===== src/rtl/logic_op_pkg.sv =====
// Shared definitions for the pipelined bitwise logic unit.
// The op function is defined per bit. Because every op is bitwise,
// callers apply it lane by lane, so it works for any operand width.
package logic_op_pkg;

  typedef enum logic [2:0] {
    OP_AND  = 3'b000,
    OP_OR   = 3'b001,
    OP_NAND = 3'b010,
    OP_NOR  = 3'b011,
    OP_XOR  = 3'b100,
    OP_XNOR = 3'b101,
    OP_PASA = 3'b110,
    OP_NOTA = 3'b111
  } op_e;

  // One result bit from one bit of a and one bit of b.
  function automatic logic logic_op_f(input op_e op, input logic a, input logic b);
    logic r;
    case (op)
      OP_AND:  r = a & b;
      OP_OR:   r = a | b;
      OP_NAND: r = ~(a & b);
      OP_NOR:  r = ~(a | b);
      OP_XOR:  r = a ^ b;
      OP_XNOR: r = ~(a ^ b);
      OP_PASA: r = a;
      OP_NOTA: r = ~a;
      default: r = 1'b0;
    endcase
    return r;
  endfunction

endpackage


===== src/rtl/logic_op_pipe_stage.sv =====
// logic_op_stage: one register slice of the logic_op_pipe pipeline.
// The slice holds valid, data and a zero flag.
// It loads whenever it is empty or its downstream neighbour is taking
// the current beat. The ready chain is therefore bubble-collapsing.
module logic_op_stage #(
  parameter int WIDTH = 8
) (
  input  logic             clk,
  input  logic             rst,
  input  logic             in_valid,
  input  logic [WIDTH-1:0] in_data,
  input  logic             in_zero,
  input  logic             nxt_rdy,
  output logic             rdy,
  output logic             out_valid,
  output logic [WIDTH-1:0] out_data,
  output logic             out_zero
);

  logic             valid_q, valid_d;
  logic [WIDTH-1:0] data_q,  data_d;
  logic             zero_q,  zero_d;

  // Ready chain and next state.
  // Data only moves with a valid beat, so the output holds its last value while empty.
  always_comb begin
    rdy     = !valid_q || nxt_rdy;
    valid_d = valid_q;
    data_d  = data_q;
    zero_d  = zero_q;
    if (rdy) begin
      valid_d = in_valid;
      if (in_valid) begin
        data_d = in_data;
        zero_d = in_zero;
      end
    end
  end

  // Slice registers; reset clears any in-flight beat.
  always_ff @(posedge clk or posedge rst) begin
    if (rst) begin
      valid_q <= 1'b0;
      data_q  <= '0;
      zero_q  <= 1'b0;
    end else begin
      valid_q <= valid_d;
      data_q  <= data_d;
      zero_q  <= zero_d;
    end
  end

  assign out_valid = valid_q;
  assign out_data  = data_q;
  assign out_zero  = zero_q;

endmodule


===== src/rtl/logic_op_pipe.sv =====
// logic_op_pipe: pipelined bitwise logic unit with valid/ready flow control.
// Each result takes PIPE_DEPTH register stages. The unit sustains one beat
// per cycle and holds up to PIPE_DEPTH beats under back-pressure.
// Optional feature macro LOGIC_OP_CNT_EN adds the txn_count port and
// parameter CNT_W. That port counts completed results and wraps.
module logic_op_pipe
  import logic_op_pkg::*;
#(
  parameter int WIDTH      = 8,
  parameter int PIPE_DEPTH = 2
`ifdef LOGIC_OP_CNT_EN
  ,
  parameter int CNT_W      = 16
`endif
) (
  input  logic             clk,
  input  logic             rst,
  input  logic             in_valid,
  output logic             in_ready,
  input  logic [2:0]       op,
  input  logic [WIDTH-1:0] a,
  input  logic [WIDTH-1:0] b,
  output logic             out_valid,
  input  logic             out_ready,
  output logic [WIDTH-1:0] y,
  output logic             y_zero
`ifdef LOGIC_OP_CNT_EN
  ,
  output logic [CNT_W-1:0] txn_count
`endif
);

  logic [WIDTH-1:0] s0_data;
  logic             s0_zero;

  // Op decode.
  // The function and the zero flag are computed here, so later stages only carry bits.
  always_comb begin
    s0_data = '0;
    for (int i = 0; i < WIDTH; i++) begin
      s0_data[i] = logic_op_f(op_e'(op), a[i], b[i]);
    end
    s0_zero = (s0_data == '0);
  end

  // Stage chain.
  // Each stage pulls valid/data from its upstream neighbour and ready from its
  // downstream neighbour. Per-stage nets avoid a self-referencing chain vector.
  for (genvar i = 0; i < PIPE_DEPTH; i++) begin : g_stage
    logic             v_in, z_in, nxt, rdy_o, v_o, z_o;
    logic [WIDTH-1:0] d_in, d_o;

    if (i == 0) begin : g_first
      assign v_in = in_valid;
      assign d_in = s0_data;
      assign z_in = s0_zero;
    end else begin : g_mid_in
      assign v_in = g_stage[i-1].v_o;
      assign d_in = g_stage[i-1].d_o;
      assign z_in = g_stage[i-1].z_o;
    end

    if (i == PIPE_DEPTH - 1) begin : g_last
      assign nxt = out_ready;
    end else begin : g_mid_rdy
      assign nxt = g_stage[i+1].rdy_o;
    end

    logic_op_stage #(.WIDTH(WIDTH)) u_stage (
      .clk       (clk),
      .rst       (rst),
      .in_valid  (v_in),
      .in_data   (d_in),
      .in_zero   (z_in),
      .nxt_rdy   (nxt),
      .rdy       (rdy_o),
      .out_valid (v_o),
      .out_data  (d_o),
      .out_zero  (z_o)
    );
  end

  assign in_ready  = g_stage[0].rdy_o;
  assign out_valid = g_stage[PIPE_DEPTH-1].v_o;
  assign y         = g_stage[PIPE_DEPTH-1].d_o;
  assign y_zero    = g_stage[PIPE_DEPTH-1].z_o;

`ifdef LOGIC_OP_CNT_EN
  logic [CNT_W-1:0] cnt_q, cnt_d;

  // Completion counter: one increment per out handshake, wraps naturally.
  always_comb begin
    cnt_d = cnt_q;
    if (out_valid && out_ready) cnt_d = cnt_q + CNT_W'(1);
  end

  // Counter register.
  always_ff @(posedge clk or posedge rst) begin
    if (rst) cnt_q <= '0;
    else     cnt_q <= cnt_d;
  end

  assign txn_count = cnt_q;
`endif

endmodule


===== config.mk =====
export PLATFORM = sky130hd
export DESIGN_NAME = logic_op_pipe
export DESIGN_NICKNAME = d
export VERILOG_FILES = /design/src/rtl/logic_op_pkg.sv /design/src/rtl/logic_op_pipe_stage.sv /design/src/rtl/logic_op_pipe.sv
export SDC_FILE = /design/constraint.sdc
export NUM_CORES = 1
export LEC_CHECK = 0
export ABC_CLOCK_PERIOD_IN_PS = 2700
export CORE_UTILIZATION = 55
export CTS_BUF_LIST = sky130_fd_sc_hd__clkbuf_4
export DETAILED_ROUTE_END_ITERATION = 12
export PLACE_DENSITY = 0.83
export SYNTH_ARGS = -nofsm -noshare
export SYNTH_HDL_FRONTEND = slang
export SYNTH_SLANG_ARGS = --single-unit

===== constraint.sdc =====
create_clock -name clk -period 2.7 [get_ports clk]
set_clock_uncertainty 0.1 [all_clocks]
set_input_delay 0.675 -clock clk [delete_from_list [all_inputs] [get_ports clk]]
set_output_delay 0.675 -clock clk [all_outputs]
set_load 0.01 [all_outputs]

* Yosys cells after proc, flatten, opt, wreduce, memory -nomap -nowiden *
Cells that the tools add are included.

word-level totals
  bits in registers = 20

cells by class
  equal/unequal tests = 7
  muxes and demuxes = 8
  bitwise operators = 56
  reduce and logical (&&, ||, !) cells = 8

operators by type and width
  kind                                                                   number
  1-bit case mux with 8 select lines                                     8
  1-bit NOT                                                              32
  3-bit equality test, second input constant                             4
  1-bit bitwise AND                                                      8
  8-bit zero test                                                        1
  1-bit bitwise OR                                                       8
  1-bit bitwise XOR                                                      8
  3-bit by 2-bit equality test with 1-bit output, second input constant  2
  2-bit AND reduction                                                    2
  3-bit by 1-bit equality test with 1-bit output, second input constant  1
  3-bit zero test                                                        1
  1-bit zero test                                                        2
  1-bit logical OR                                                       2

* Logic depth before layout (Yosys ltp) *
  depth after elaboration = 4
  mapped depth = 8

* Modules after synthesis *
Synthesis repeated with hierarchy kept, for this count alone.

unflattened totals
  cell total of the unflattened synthesis = 172
  area, all modules = 1729.2 µm²

modules (own cells, without submodules)
  module          times used  cells an instance  area an instance (µm²)  seq. area each (µm²)
  logic_op_pipe   1           126                870.8                   0.0
  logic_op_stage  2           23                 429.2                   250.2

* Least setup slack after synthesis *
OpenSTA, ideal clock, no wires.

  path type = input to register
  start point = input port op[1]
  end point = register g_stage[0].u_stage.zero_q
  data arrival time = 1813 ps
  data required time = 2534 ps
  path slack = 722 ps
  cell stages on the path = 7
  buffers on the path = 2
  path through = buf_2 -> or3_1 -> buf_2 -> nor2_1 -> a31oi_1 -> nor4_1 -> a22o_1

on the way
  longest elaborated chain between the ends = 3

RTL lines
  item                                               RTL line                   text
  start, declared                                    logic_op_pipe.sv:20        input logic [2:0] op,
  3-bit equality test, or another cell as far along  logic_op_pkg.sv:20         case (op)
  1-bit case mux with 8 select lines                 logic_op_pkg.sv:20
  8-bit zero test *                                  logic_op_pipe.sv:43        s0_zero = (s0_data == '0);
  end signal, assigned                               logic_op_pipe_stage.sv:49  zero_q <= zero_d;
  end, declared                                      logic_op_pipe_stage.sv:22  logic zero_q, zero_d;

Every way passes the cells marked *; elsewhere a longest branch is shown, timed or not.
A chain may end at the register's enable or synchronous reset.

* Final worst setup path *
  start point = input port out_ready
  end point = output port in_ready

on the way
  longest elaborated chain between the ends = 2

RTL lines
  item                            RTL line                   text
  start, declared                 logic_op_pipe.sv:24        input logic out_ready,
  1-bit logical OR (2 in series)  logic_op_pipe_stage.sv:27  rdy = !valid_q || nxt_rdy;
  end, declared                   logic_op_pipe.sv:19        output logic in_ready,

No other way between the ends.

==> results.sh <==
export IMPL_synth_enable_flop_cells=0
export IMPL_cts_num_sinks=20
export IMPL_crit_top_cell="sky130_fd_sc_hd__clkdlybuf4s50_1"
export IMPL_area_delta_synth_final_pct=25.30
export IMPL_ant_nets=0
export IMPL_cts_max_path_buffers=2
export IMPL_count_of_cell_types_in_the_netlist=30
export IMPL_ys_seq_elements=20
export IMPL_yosys_top_cells_area="sky130_fd_sc_hd__dfrtp_1 (32%), sky130_fd_sc_hd__ha_1 (13%), sky130_fd_sc_hd__mux2_2 (11%)"
export IMPL_post_synth_instance_area_um2=1578
export IMPL_syn_instance_count=176
export IMPL_gp_congestion=0.8695
export IMPL_synth_largest_type_area_fraction=0.3172
export IMPL_setup_violations=0
export IMPL_ctsHtreeMaxLevel=1
export IMPL_power_density_nw_per_um2=459.5
export IMPL_overflow=0
export IMPL_hold_path_endpoint="g_stage[0].u_stage.out_data[0]"
export IMPL_finalWorstPathRequiredPeriod_ps=2610
export IMPL_fin_hold_ws_ps=403.7
export IMPL_layout_drive_gt1_share=0.1274
export IMPL_worst_path_max_delay_cell="sky130_fd_sc_hd__clkdlybuf4s50_1"
export IMPL_router_iterations_before_antenna_repair=4
export IMPL_cts_resized_gates=0
export IMPL_initial_core_util=0.5771
export IMPL_worst_r2r_startpoint="g_stage[1].u_stage.out_valid"
export IMPL_detailroute_via_count=1374
export IMPL_clock_latency_ps=300
export IMPL_holdCritPathClass="flip-flop to flip-flop"
export IMPL_outcome="finished, final reports clean"
export IMPL_fin_nets=252
export IMPL_worstHoldPathCells=2
export IMPL_path_delay_family="buffers and inverters"
export IMPL_worst_path_buf_inv=2
export IMPL_finish_cell_count_without_fillers=243
export IMPL_setup_repair_after_global_routing_missed_its_margin="false"
export IMPL_r2r_worst_path_cells=4
export IMPL_grt_antenna_before_repair=0
export IMPL_hold_path_startpoint="g_stage[0].u_stage.out_data[0]"
export IMPL_synth_top_cell_by_area="sky130_fd_sc_hd__dfrtp_1"
export IMPL_maxClockFrequency_mhz=383.2
export IMPL_wl_per_cell_um=13.33
export IMPL_syn_avg_cell_area_um2=8.965
export IMPL_grt_pass1_vias=1375
export IMPL_viasPerCell=5.654
export IMPL_num_antenna_cells=0
export IMPL_slew_headroom=0.5192
export IMPL_design_core_area_um2=2734
export IMPL_criticalPathCategory="primary input to primary output"
export IMPL_layout_cells_most_common="sky130_fd_sc_hd__clkdlybuf4s50_1"
export IMPL_worst_slack_at_placement_ps=11.90
export IMPL_finalInstanceArea_um2=1977
export IMPL_sum_of_net_half_perimeters_after_detailed_placement_um=2641
export IMPL_io_pin_count=34
export IMPL_ctsHoldBuffers=0
export IMPL_overall_global_routing_resource_usage=0.2271
export IMPL_timing_final_hold_violations=0
export IMPL_die_height_um=55.56
export IMPL_root_buffer="sky130_fd_sc_hd__clkbuf_4"
export IMPL_postSynth_topFlopCell="sky130_fd_sc_hd__dfrtp_1"
export IMPL_port_buffers=33
export IMPL_timing_final_ws_setup_ps=90.12
export IMPL_dieWidth_um=55.56
export IMPL_cts_made_buffers=3
export IMPL_data_required_time_at_the_worst_endpoint_ps=1920
export IMPL_grt_first_pass_wirelength_um=5727
export IMPL_synth_yosys_warnings=0
export IMPL_critical_path_max_stage_delay_ps=550
export IMPL_timing_setup_tns_ps=0
export IMPL_rr_endpoint="g_stage[0].u_stage.out_zero"
export IMPL_cp_cell_sequence="clkdlybuf4s50_1, nand3b_1, clkdlybuf4s50_1"
export IMPL_report_final_slew_viol_count=0
export IMPL_cts_reportedPaths_clkPinSlew_ps=100
export IMPL_clock_tree_from_tritoncts="yes"
export IMPL_critPathArrivalTime_ps=1830
export IMPL_final_cell_mix="sky130_fd_sc_hd__clkdlybuf4s50_1 (33), sky130_fd_sc_hd__dfrtp_1 (20), sky130_fd_sc_hd__inv_1 (18), sky130_fd_sc_hd__ha_1 (16), sky130_fd_sc_hd__mux2_2 (15)"
export IMPL_placedInstanceArea_um2=1951
export IMPL_placed_cells_incl_taps=239
export IMPL_totalWireLength_um=3239
export IMPL_drcViolationCount=0
export IMPL_drt_first_iter_violations=38
export IMPL_critPathCaptureType="primary output"
export IMPL_grt_start_max_net_pins=21
export IMPL_drv_max_cap_violation_count=0
export IMPL_yosysSeqAreaShare=0.3172
export IMPL_core_rowCount=19
export IMPL_post_cts_setup_buffers=0
export IMPL_crit_path_max_fanout=3
export IMPL_worst_pin_slew_ps=720.4
export IMPL_setup_slack_on_the_worst_flop_to_flop_path_ps=1160
export IMPL_critPathLaunchType="primary input"
export IMPL_cellLeakagePower_nw=0.9021
export IMPL_design_die_area_um2=3087
export IMPL_power_ir_vdd_worst_mv=0.5152
export IMPL_final_min_period_over_clock_period=0.9666
export IMPL_synthesis_nets=215
export IMPL_postSynth_asyncResetShare=1.000
[final cells by class]
class,count,area (um^2)
clock inverter,1,3.754
clock buffer,3,22.52
inverter,19,71.32
multi-input combinational,128,949.7
fill,207,757.0
tap,31,38.79
sequential,20,500.5
timing repair buffer,41,390.4
[routing by layer]
metal / up-vias / wire, um / GRT usage
met4: 0 / 42 / 0.08214
met2: 47 / 1701 / 0.4286
met1: 640 / 1359 / 0.2575
li1: 683 / - / -
met5: - / 0 / 0
met3: 4 / 136 / 0.03044
[cells in the mapped netlist (2+ instances only)]
cell / number
sky130_fd_sc_hd__a21oi_1: 8
sky130_fd_sc_hd__a221o_1: 6
sky130_fd_sc_hd__a31oi_1: 7
sky130_fd_sc_hd__buf_2: 3
sky130_fd_sc_hd__buf_6: 2
sky130_fd_sc_hd__clkbuf_1: 3
sky130_fd_sc_hd__dfrtp_1: 20
sky130_fd_sc_hd__ha_1: 16
sky130_fd_sc_hd__inv_1: 18
sky130_fd_sc_hd__mux2_2: 15
sky130_fd_sc_hd__mux2i_1: 2
sky130_fd_sc_hd__nand2_1: 12
sky130_fd_sc_hd__nand2b_1: 11
sky130_fd_sc_hd__nand3_1: 2
sky130_fd_sc_hd__nor2_1: 9
sky130_fd_sc_hd__nor3_1: 9
sky130_fd_sc_hd__nor4_1: 2
sky130_fd_sc_hd__o21ai_0: 11
sky130_fd_sc_hd__xnor2_1: 4
sky130_fd_sc_hd__xor2_1: 6
[report_power, final]
part	switching [W]	total [W]	internal, W	leakage, nW
clock	0.0000840	0.000138	0.0000539	0.0154
combinational	0.000156	0.000366	0.000210	0.648
sequential	0.0000369	0.000405	0.000368	0.239
[worst max path at each step]
stage	start	to	slack [ps]	cells after the start
final	out_ready	in_ready	90	3
after global routing	out_ready	in_ready	50	3
after CTS	out_ready	in_ready	80	3
after detailed placement	op[0]	g_stage[0].u_stage.out_zero	10	8
after global placement	op[1]	g_stage[0].u_stage.out_zero	60	6
after floorplan	op[1]	g_stage[0].u_stage.out_zero	720	7
[sequential cells by signal, indices dropped and copies added, names as in the netlist]
| signal | count |
|---|---|
| g_stage.u_stage.out_valid | 2 |
| g_stage.u_stage.out_zero | 2 |
| g_stage.u_stage.out_data | 16 |
[metrics by stage]
step,total power [W],util
after global placement,0.0007548,0.7135
after detailed placement,0.0007791,0.7135
after CTS,0.0009172,0.7231
after global routing,0.0009611,0.7231
after floorplan,0.0006027,-
final,0.0009083,0.7231
[logic make-up after synthesis]
| group | after synthesis | share of synthesized area |
|---|---|---|
| AND/OR/NAND/NOR | 49 | 0.1531 |
| buffers and inverters | 28 | 0.08088 |
| AO/OA/AOI/OAI | 36 | 0.1467 |
| XOR/XNOR | 10 | 0.05551 |
| adder cells (fa/ha/maj) | 16 | 0.1269 |
| flip-flops | 20 | 0.3172 |
| multiplexers | 17 | 0.1197 |
[tightest hold or removal path: cells and delay by family (launching register included)]
kind	cells	cell delay, ps
flip-flops	1	370
AO/OA/AOI/OAI	1	60
AND/OR/NAND/NOR	1	50
No activity file was read; power rests on OpenSTA's default activity.
